[src/rtl/mips_pkg.sv]
// mips_pkg: shared MIPS32 encodings and the W-stage register layout
package mips_pkg;
  localparam int DW   = 32;
  localparam int RA_W = 5;
  typedef enum logic [2:0] {
    LOAD_LW  = 3'd0,
    LOAD_LB  = 3'd1,
    LOAD_LBU = 3'd2,
    LOAD_LH  = 3'd3,
    LOAD_LHU = 3'd4
  } load_type_e;
  typedef struct packed {
    logic            valid;
    logic            reg_write;
    logic            mem_to_reg;
    logic [2:0]      load_type;
    logic [1:0]      addr_lo;
    logic [RA_W-1:0] wa;
    logic [DW-1:0]   alu;
    logic [DW-1:0]   pc;
  } w_regs_t;
endpackage

[src/rtl/load_extend.sv]
// load_extend: little-endian byte/half/word select with sign or zero extension
//   rdata     in  32  SRAM word
//   addr_lo   in  2   byte address bits [1:0]
//   load_type in  3   mips_pkg load encoding
//   ext_data  out 32  value written back to the register file
module load_extend
  import mips_pkg::*;
(
  input  logic [31:0] rdata,
  input  logic [1:0]  addr_lo,
  input  logic [2:0]  load_type,
  output logic [31:0] ext_data
);
  logic [7:0]  b;
  logic [15:0] h;
  always_comb begin
    b = rdata[{addr_lo, 3'b000} +: 8];
    h = addr_lo[1] ? rdata[31:16] : rdata[15:0];
    ext_data = load_type == LOAD_LB  ? {{24{b[7]}}, b} :
               load_type == LOAD_LBU ? {24'd0, b} :
               load_type == LOAD_LH  ? {{16{h[15]}}, h} :
               load_type == LOAD_LHU ? {16'd0, h} : rdata;
  end
endmodule

[src/rtl/mem_wb_stage.sv]
// mem_wb_stage: MEM->WB pipeline register, SRAM read-data hold buffer and load writeback
//   clk, rst(async, active-low), stallW, flushW            control
//   validM, reg_writeM, mem_to_regM, load_typeM, addr_loM,
//   waM, alu_outM, pcM                                     MEM-stage results
//   data_rdata                                              SRAM word, valid while the load sits in W
//   we3, wa3, wd3                                           register file write port
//   validW, pcW                                             W-stage view for forwarding/trace
module mem_wb_stage
  import mips_pkg::*;
#(
  parameter int DW   = 32,
  parameter int RA_W = 5
) (
  input  logic            clk,
  input  logic            rst,
  input  logic            stallW,
  input  logic            flushW,
  input  logic            validM,
  input  logic            reg_writeM,
  input  logic            mem_to_regM,
  input  logic [2:0]      load_typeM,
  input  logic [1:0]      addr_loM,
  input  logic [RA_W-1:0] waM,
  input  logic [DW-1:0]   alu_outM,
  input  logic [DW-1:0]   pcM,
  input  logic [DW-1:0]   data_rdata,
  output logic            we3,
  output logic [RA_W-1:0] wa3,
  output logic [DW-1:0]   wd3,
  output logic            validW,
  output logic [DW-1:0]   pcW
);
  w_regs_t       w_q, w_d;
  logic          hold_valid_q, hold_valid_d;
  logic [DW-1:0] hold_data_q, hold_data_d;
  logic [DW-1:0] ext_data;
  always_comb begin
    w_d = flushW ? '0 :
          stallW ? w_q :
          {validM, reg_writeM, mem_to_regM, load_typeM, addr_loM, waM, alu_outM, pcM};
    // The SRAM only presents the word for one cycle, so a stalled load keeps the first one it saw.
    hold_valid_d = !flushW && stallW && (hold_valid_q || (w_q.valid && w_q.mem_to_reg));
    hold_data_d  = hold_valid_d && !hold_valid_q ? data_rdata : hold_data_q;
  end
  always_ff @(posedge clk or negedge rst)
    if (!rst) begin
      w_q          <= '0;
      hold_valid_q <= 1'b0;
      hold_data_q  <= '0;
    end else begin
      w_q          <= w_d;
      hold_valid_q <= hold_valid_d;
      hold_data_q  <= hold_data_d;
    end
  load_extend u_ext (
    .rdata     (hold_valid_q ? hold_data_q : data_rdata),
    .addr_lo   (w_q.addr_lo),
    .load_type (w_q.load_type),
    .ext_data  (ext_data)
  );
  assign wd3    = w_q.mem_to_reg ? ext_data : w_q.alu;
  assign we3    = w_q.valid && w_q.reg_write && w_q.wa != '0;
  assign wa3    = w_q.wa;
  assign validW = w_q.valid;
  assign pcW    = w_q.pc;
endmodule

[config.mk]
export PLATFORM = sky130hd
export DESIGN_NAME = mem_wb_stage
export DESIGN_NICKNAME = d
export VERILOG_FILES = /design/src/rtl/mips_pkg.sv /design/src/rtl/load_extend.sv /design/src/rtl/mem_wb_stage.sv
export SDC_FILE = /design/constraint.sdc
export NUM_CORES = 1
export LEC_CHECK = 0
export BUFFER_PORTS_ARGS = -buffer_cell sky130_fd_sc_hd__buf_2
export CAP_MARGIN = 20
export CORE_MARGIN = 5
export CORE_UTILIZATION = 57
export CTS_CLUSTER_DIAMETER = 40
export DETAILED_ROUTE_END_ITERATION = 16
export GPL_TIMING_DRIVEN = 1
export PLACE_DENSITY_LB_ADDON = 0.1
export SYNTH_ARGS = -nofsm -noshare
export SYNTH_HDL_FRONTEND = slang
export SYNTH_SLANG_ARGS = --single-unit
[constraint.sdc]
create_clock -name clk -period 5 [get_ports clk]
set_clock_uncertainty 0.2 [all_clocks]
set_input_delay 0.5 -clock clk [delete_from_list [all_inputs] [get_ports clk]]
set_output_delay 0.5 -clock clk [all_outputs]
set_load 0.01 [all_outputs]
# Word-level counts from Yosys, hierarchy flattened
# Cells that the tools add are included.
dict set report classes {
  n_addsub 0
  multipliers 0
  div_mod_pow 0
  n_lt_le_gt_ge 0
  n_eq_ne 5
  n_shift 1
  mux 9
  bitwise 0
  n_reduce_logical 10
}
# cell count
set op_table {}
lappend op_table {{$mux W32} 6}
lappend op_table {{$mux W77} 2}
lappend op_table {{$shiftx A32 B6 Y8} 1}
lappend op_table {{$mux W16} 1}
lappend op_table {{$eq A3 B2 Y1 const B} 2}
lappend op_table {{$logic_and A1 B1 Y1} 6}
lappend op_table {{$reduce_bool A5 Y1} 1}
lappend op_table {{$eq A3 B1 Y1 const B} 1}
lappend op_table {{$eq A3 B3 Y1 const B} 1}
lappend op_table {{$logic_not A1 Y1} 2}
lappend op_table {{$ne A2 B1 Y1 const B} 1}
lappend op_table {{$logic_or A1 B1 Y1} 1}
dict set report word_totals {
  regBits 110
  latchBits 0
  mem_bits_rw 0
  mem_bits_ro 0
  out_inout_bits 71
  n_memories 0
}

# Depth between registers and ports, before layout
dict set report depth {
  word_depth 7
  depth_mapped 8
  depth_no_buf 4
}

# Modules after synthesis
# Synthesis repeated with hierarchy kept, for this count alone.
dict set report hier_totals {
  cells_unflattened 533
  area_unflattened_um2 6298.5
}
# mod n_inst cells_each area_each_um2
set modules_own_cells {}
lappend modules_own_cells {mem_wb_stage 1 433 5388.9}
lappend modules_own_cells {load_extend 1 100 909.6}

# Least setup slack after synthesis
# No wires, ideal clock.
dict set report synth_path {
  path_kind {register to output}
  startpoint {register w_q[70] (netlist bit)}
  endpoint {output port wd3[20]}
  arrival_time_ps 1859
  t_required_ps 4300
  setup_slack_ps 2441
  stages_incl_launch_ff 8
  cell_sequence {dfrtp_1 -> buf_4 -> mux2_1 -> or3_1 -> and4_1 -> buf_2 -> buf_4 -> a221o_1}
}
dict set report synth_via {
  elab_chain_len 5
  word_cells_on_any_way 6
  classes_between {shift: 1; mux: 5}
}
# item line_no
set synth_lines {}
lappend synth_lines {{from (decl)} mem_wb_stage.sv:33} ;# w_regs_t w_q, w_d;
lappend synth_lines {{from (signal assigned)} mem_wb_stage.sv:51} ;# w_q <= w_d;
lappend synth_lines {{branches (longest 3 deep; another with $shiftx A32 B6 Y8)} -}
lappend synth_lines {{$mux W32 (*)} load_extend.sv:19} ;# ext_data = load_type == LOAD_LB ? {{24{b[7]}}, b} :
lappend synth_lines {{$mux W32 (*)} mem_wb_stage.sv:61} ;# assign wd3 = w_q.mem_to_reg ? ext_data : w_q.alu;
lappend synth_lines {{to (decl)} mem_wb_stage.sv:29} ;# output logic [DW-1:0] wd3,
# Every way passes the cells marked *.

# Worst setup path after layout
dict set report layout_path {
  startpoint {register w_q[70] (netlist bit)}
  endpoint {output port wd3[7]}
}
dict set report layout_via {
  elab_chain_len 6
  word_cells_on_any_way 7
  classes_between {shift: 1; mux: 6}
}
# item line_no
set layout_lines {}
lappend layout_lines {{branches (longest 4 deep; another with $shiftx A32 B6 Y8)} -}
lappend layout_lines {{$mux W32 (*)} load_extend.sv:19}
lappend layout_lines {{$mux W32 (*)} mem_wb_stage.sv:61}
# Marked as above.

==> run_results.csv <==
group,metric,value,unit
status,status,"completed",
cts,cts_sinks,110,
synth,syn_inst,612,
synth,synth_top_cell_by_area,"dfrtp_1",
timing,min_period,3940,ps
power,p_leak,3.81,nW
global_route,grt_max_degree,79,
final_layout,utilization,66.5,%
synth,synth_edf_count,0,
synth,synth_top_family_by_area,"multiplexers",
cts,cts.repair.resized,0,
global_route,gr-usage-all-layers,24.6,%
placement,numPortBuffers,183,
worst_hold_path,hold_class,"input pin to register",
timing,slew_headroom,31.7,%
cts,cts_tree,"done",
timing,maxSlewViolCount,0,
power,power.density,286,nW/um^2
synth,synthAdderAreaFrac,0,%
drt,drcViolationCount,0,
final_layout,syn_to_final_growth,14.8,%
critical_path,worst_ep_required_time,4300,ps
synth,ys_seq_elements,110,
drt,vias_per_cell,5.95,
synth,synth-xor-area-share,0.133,%
cts,clkLatencyLatePin,350,ps
cts,cts.path.max_buffers,2,
final_layout,final_layout_size_suffix_gt1_share,35.6,%
drt,firstDrtPassIters,6,
synth,synth_nets,725,
synth,yosys_most_used_dff,"dfrtp_1",
synth,syn_avg_cell_area,10.8,sq um
synth,synth-simple-area-share,9.53,%
critical_path,cp_slowest_cell,"dfrtp_1",
timing,rsz0062_at_grt,"no",
global_route,grt_pass1_vias,5403,
critical_path,cpPeakStageDelay,1000,ps
drt,drt_iter0_drc,455,
cts,clkSlewWorstSetupHoldPaths,70,ps
critical_path,worstSetupPathType,"register to primary output",
drt,wl,17100,microns
global_route,grt-ovfl-total,0,
run,cap_violations,0,
synth,synth_compound_area_share,12.7,%
critical_path,worst-path-stages,6,
placement,dp_hpwl,12100,microns
synth,synthTopCellsByCount,"dfrtp_1, mux2i_1, nor2_1, buf_4, o21a_1",
drt,num_vias,5200,
final_layout,diodes,0,
synth,synth_most_common_cell,"dfrtp_1",
critical_path,path_buf_inv,2,
power,vdd_drop_max,0.234,mV
die,coreArea,11400,sq um
critical_path,critical_path.startpoint_type,"register",
cts,cts_max_level,3,
timing,fmax,254,MHz
final_layout,layout.nets,839,
drt,post_drt_wl_per_cell,19.5,microns
timing,finalCritPeriodShare,78.9,%
die,die-area,13800,sq um
critical_path,arrival,3240,ps
placement,post-place-cells,856,
synth,syn-cell-area,6590,sq um
synth,synthTopCellsByArea,"dfrtp_1, mux2i_1, mux4_2",
critical_path,worstRegToRegCells,5,
global_route,grt_antenna_before_repair,1,
worst_hold_path,hold_depth,3,
synth,yosysTopAreaCellShare,41.8,%
synth,yosysWarnings,0,
die,start_util,58.0,%
placement,place_congestion,0.880,
die,die_h,118,microns
synth,ys_types,45,
timing,tightestPinTransition,1020,ps
synth,synth_mux_area_share,27.6,%
cts,postCtsSetupRepairBufs,0,
critical_path,path_delay_family,"simple AND/OR/NAND/NOR gates",
critical_path,crit_path_end_kind,"primary output",
critical_path,timing.critical_path.fanout_max,29,
die,dieWidth,118,microns
drt,ant_nets,0,
cts,cts_root_buffer,"clkbuf_16",
die,top_level_ports,184,
die,num_rows,39,
timing,setup_viol,0,
global_route,grt_pass1_wl,27900,microns
synth,yosysSeqAreaShare,41.8,%
critical_path,worstPathCellList,"and4bb_2 -> nor2_2 -> buf_4 -> mux2i_1 -> o221ai_1 -> buf_2",
timing,hold_viol,0,
timing,setup_tns,0,ps
synth,async_flop_share,100,%
final_layout,fin_cells,874,
cts,cts_buffers,9,
-- cell usage in the layout, fill, tap and decap left out, drive strengths merged, types with 7 or more instances in the layout --
| cell | instances |
|---|---|
| buf | 193 |
| nand2 | 10 |
| a211oi | 12 |
| a21oi | 15 |
| dfrtp | 110 |
| mux2i | 105 |
| mux2 | 36 |
| nor2 | 90 |
| clkbuf | 14 |
| nor3b | 9 |
| a221o | 14 |
| mux4 | 16 |
| o21ai | 14 |
| o2111ai | 7 |
| o21a | 34 |
-- routing by layer --
metal | vias to the layer above | GRT usage (%) | wire, microns
li1 | 2423 | - | -
met1 | 2502 | 32.6 | 7180
met2 | 234 | 39.2 | 7830
met3 | 39 | 7.35 | 1590
met4 | 2 | 7.60 | 446
met5 | - | 0 | 13
-- flip-flops by register name (all words and copies together) (netlist names) --
signal	cells
hold_data_q	32
pcW	32
wa3	5
hold_valid_q	1
validW	1
w_q	39
-- worst register-to-register path, cell delays in order (launching register included) --
cell and delay (ps):
dfrtp_1 330, buf_4 260, nand2_1 140, nor3_2 120, buf_4 400, mux2_2 430
-- what timing repair did --
| action | in CTS | in global routing |
|---|---|---|
| hold buffers | 0 | 1 |
| hold endpoints to repair | 0 | 5 |
| endpoints found under the setup margin | 0 | 0 |
-- worst paths after layout --
| check | startpoint | to | slack, ps |
|---|---|---|---|
| max reg2reg | w_q[74]$_DFFE_PN0P_ | hold_data_q[28]$_DFFE_PN0P_ | 3010 |
| min in group asynchronous | rst | pcW[25]$_DFFE_PN0P_ | 310 |
| min | alu_outM[20] | w_q[52]$_DFFE_PN0P_ | 180 |
| max | w_q[70]$_DFFE_PN0P_ | wd3[7] | 1060 |
| min reg2reg | pcW[18]$_DFFE_PN0P_ | pcW[18]$_DFFE_PN0P_ | 310 |
| max in group asynchronous | rst | w_q[47]$_DFFE_PN0P_ | 3220 |
-- power breakdown --
group	internal, mW	switching [mW]
logic	0.209	0.201
registers	0.968	0.0772
clock network	0.393	0.318
total	1.57	0.597
-- kinds of logic after synthesis --
kind of cell    after synthesis
simple gates                136
compound gates              114
mux                         157
buf+inv                      94
xor+xnor                      1
flops                       110
-- final cells by class --
class | count | area [sq um]
multi-input combinational | 408 | 3300
clock inverter | 2 | 13.8
clock buffer | 14 | 284
sequential | 110 | 2750
timing repair buffer | 194 | 1030
inverter | 3 | 11.3
tap | 143 | 179
fill | 941 | 3800
-- metrics by stage --
stage | worst slack, ps | hold WS [ps] | total power, mW | area [sq um]
after floorplan | 2440 | 4.41 | 1.32 | 6590
after global placement | 1600 | 298 | 1.46 | 7230
after detailed placement | 1480 | 307 | 1.47 | 7230
after CTS | 1100 | 144 | 2.18 | 7530
after global routing | 859 | 193 | 2.27 | 7570
final | 1060 | 184 | 2.17 | 7570
(Power assumes the default switching activity.)
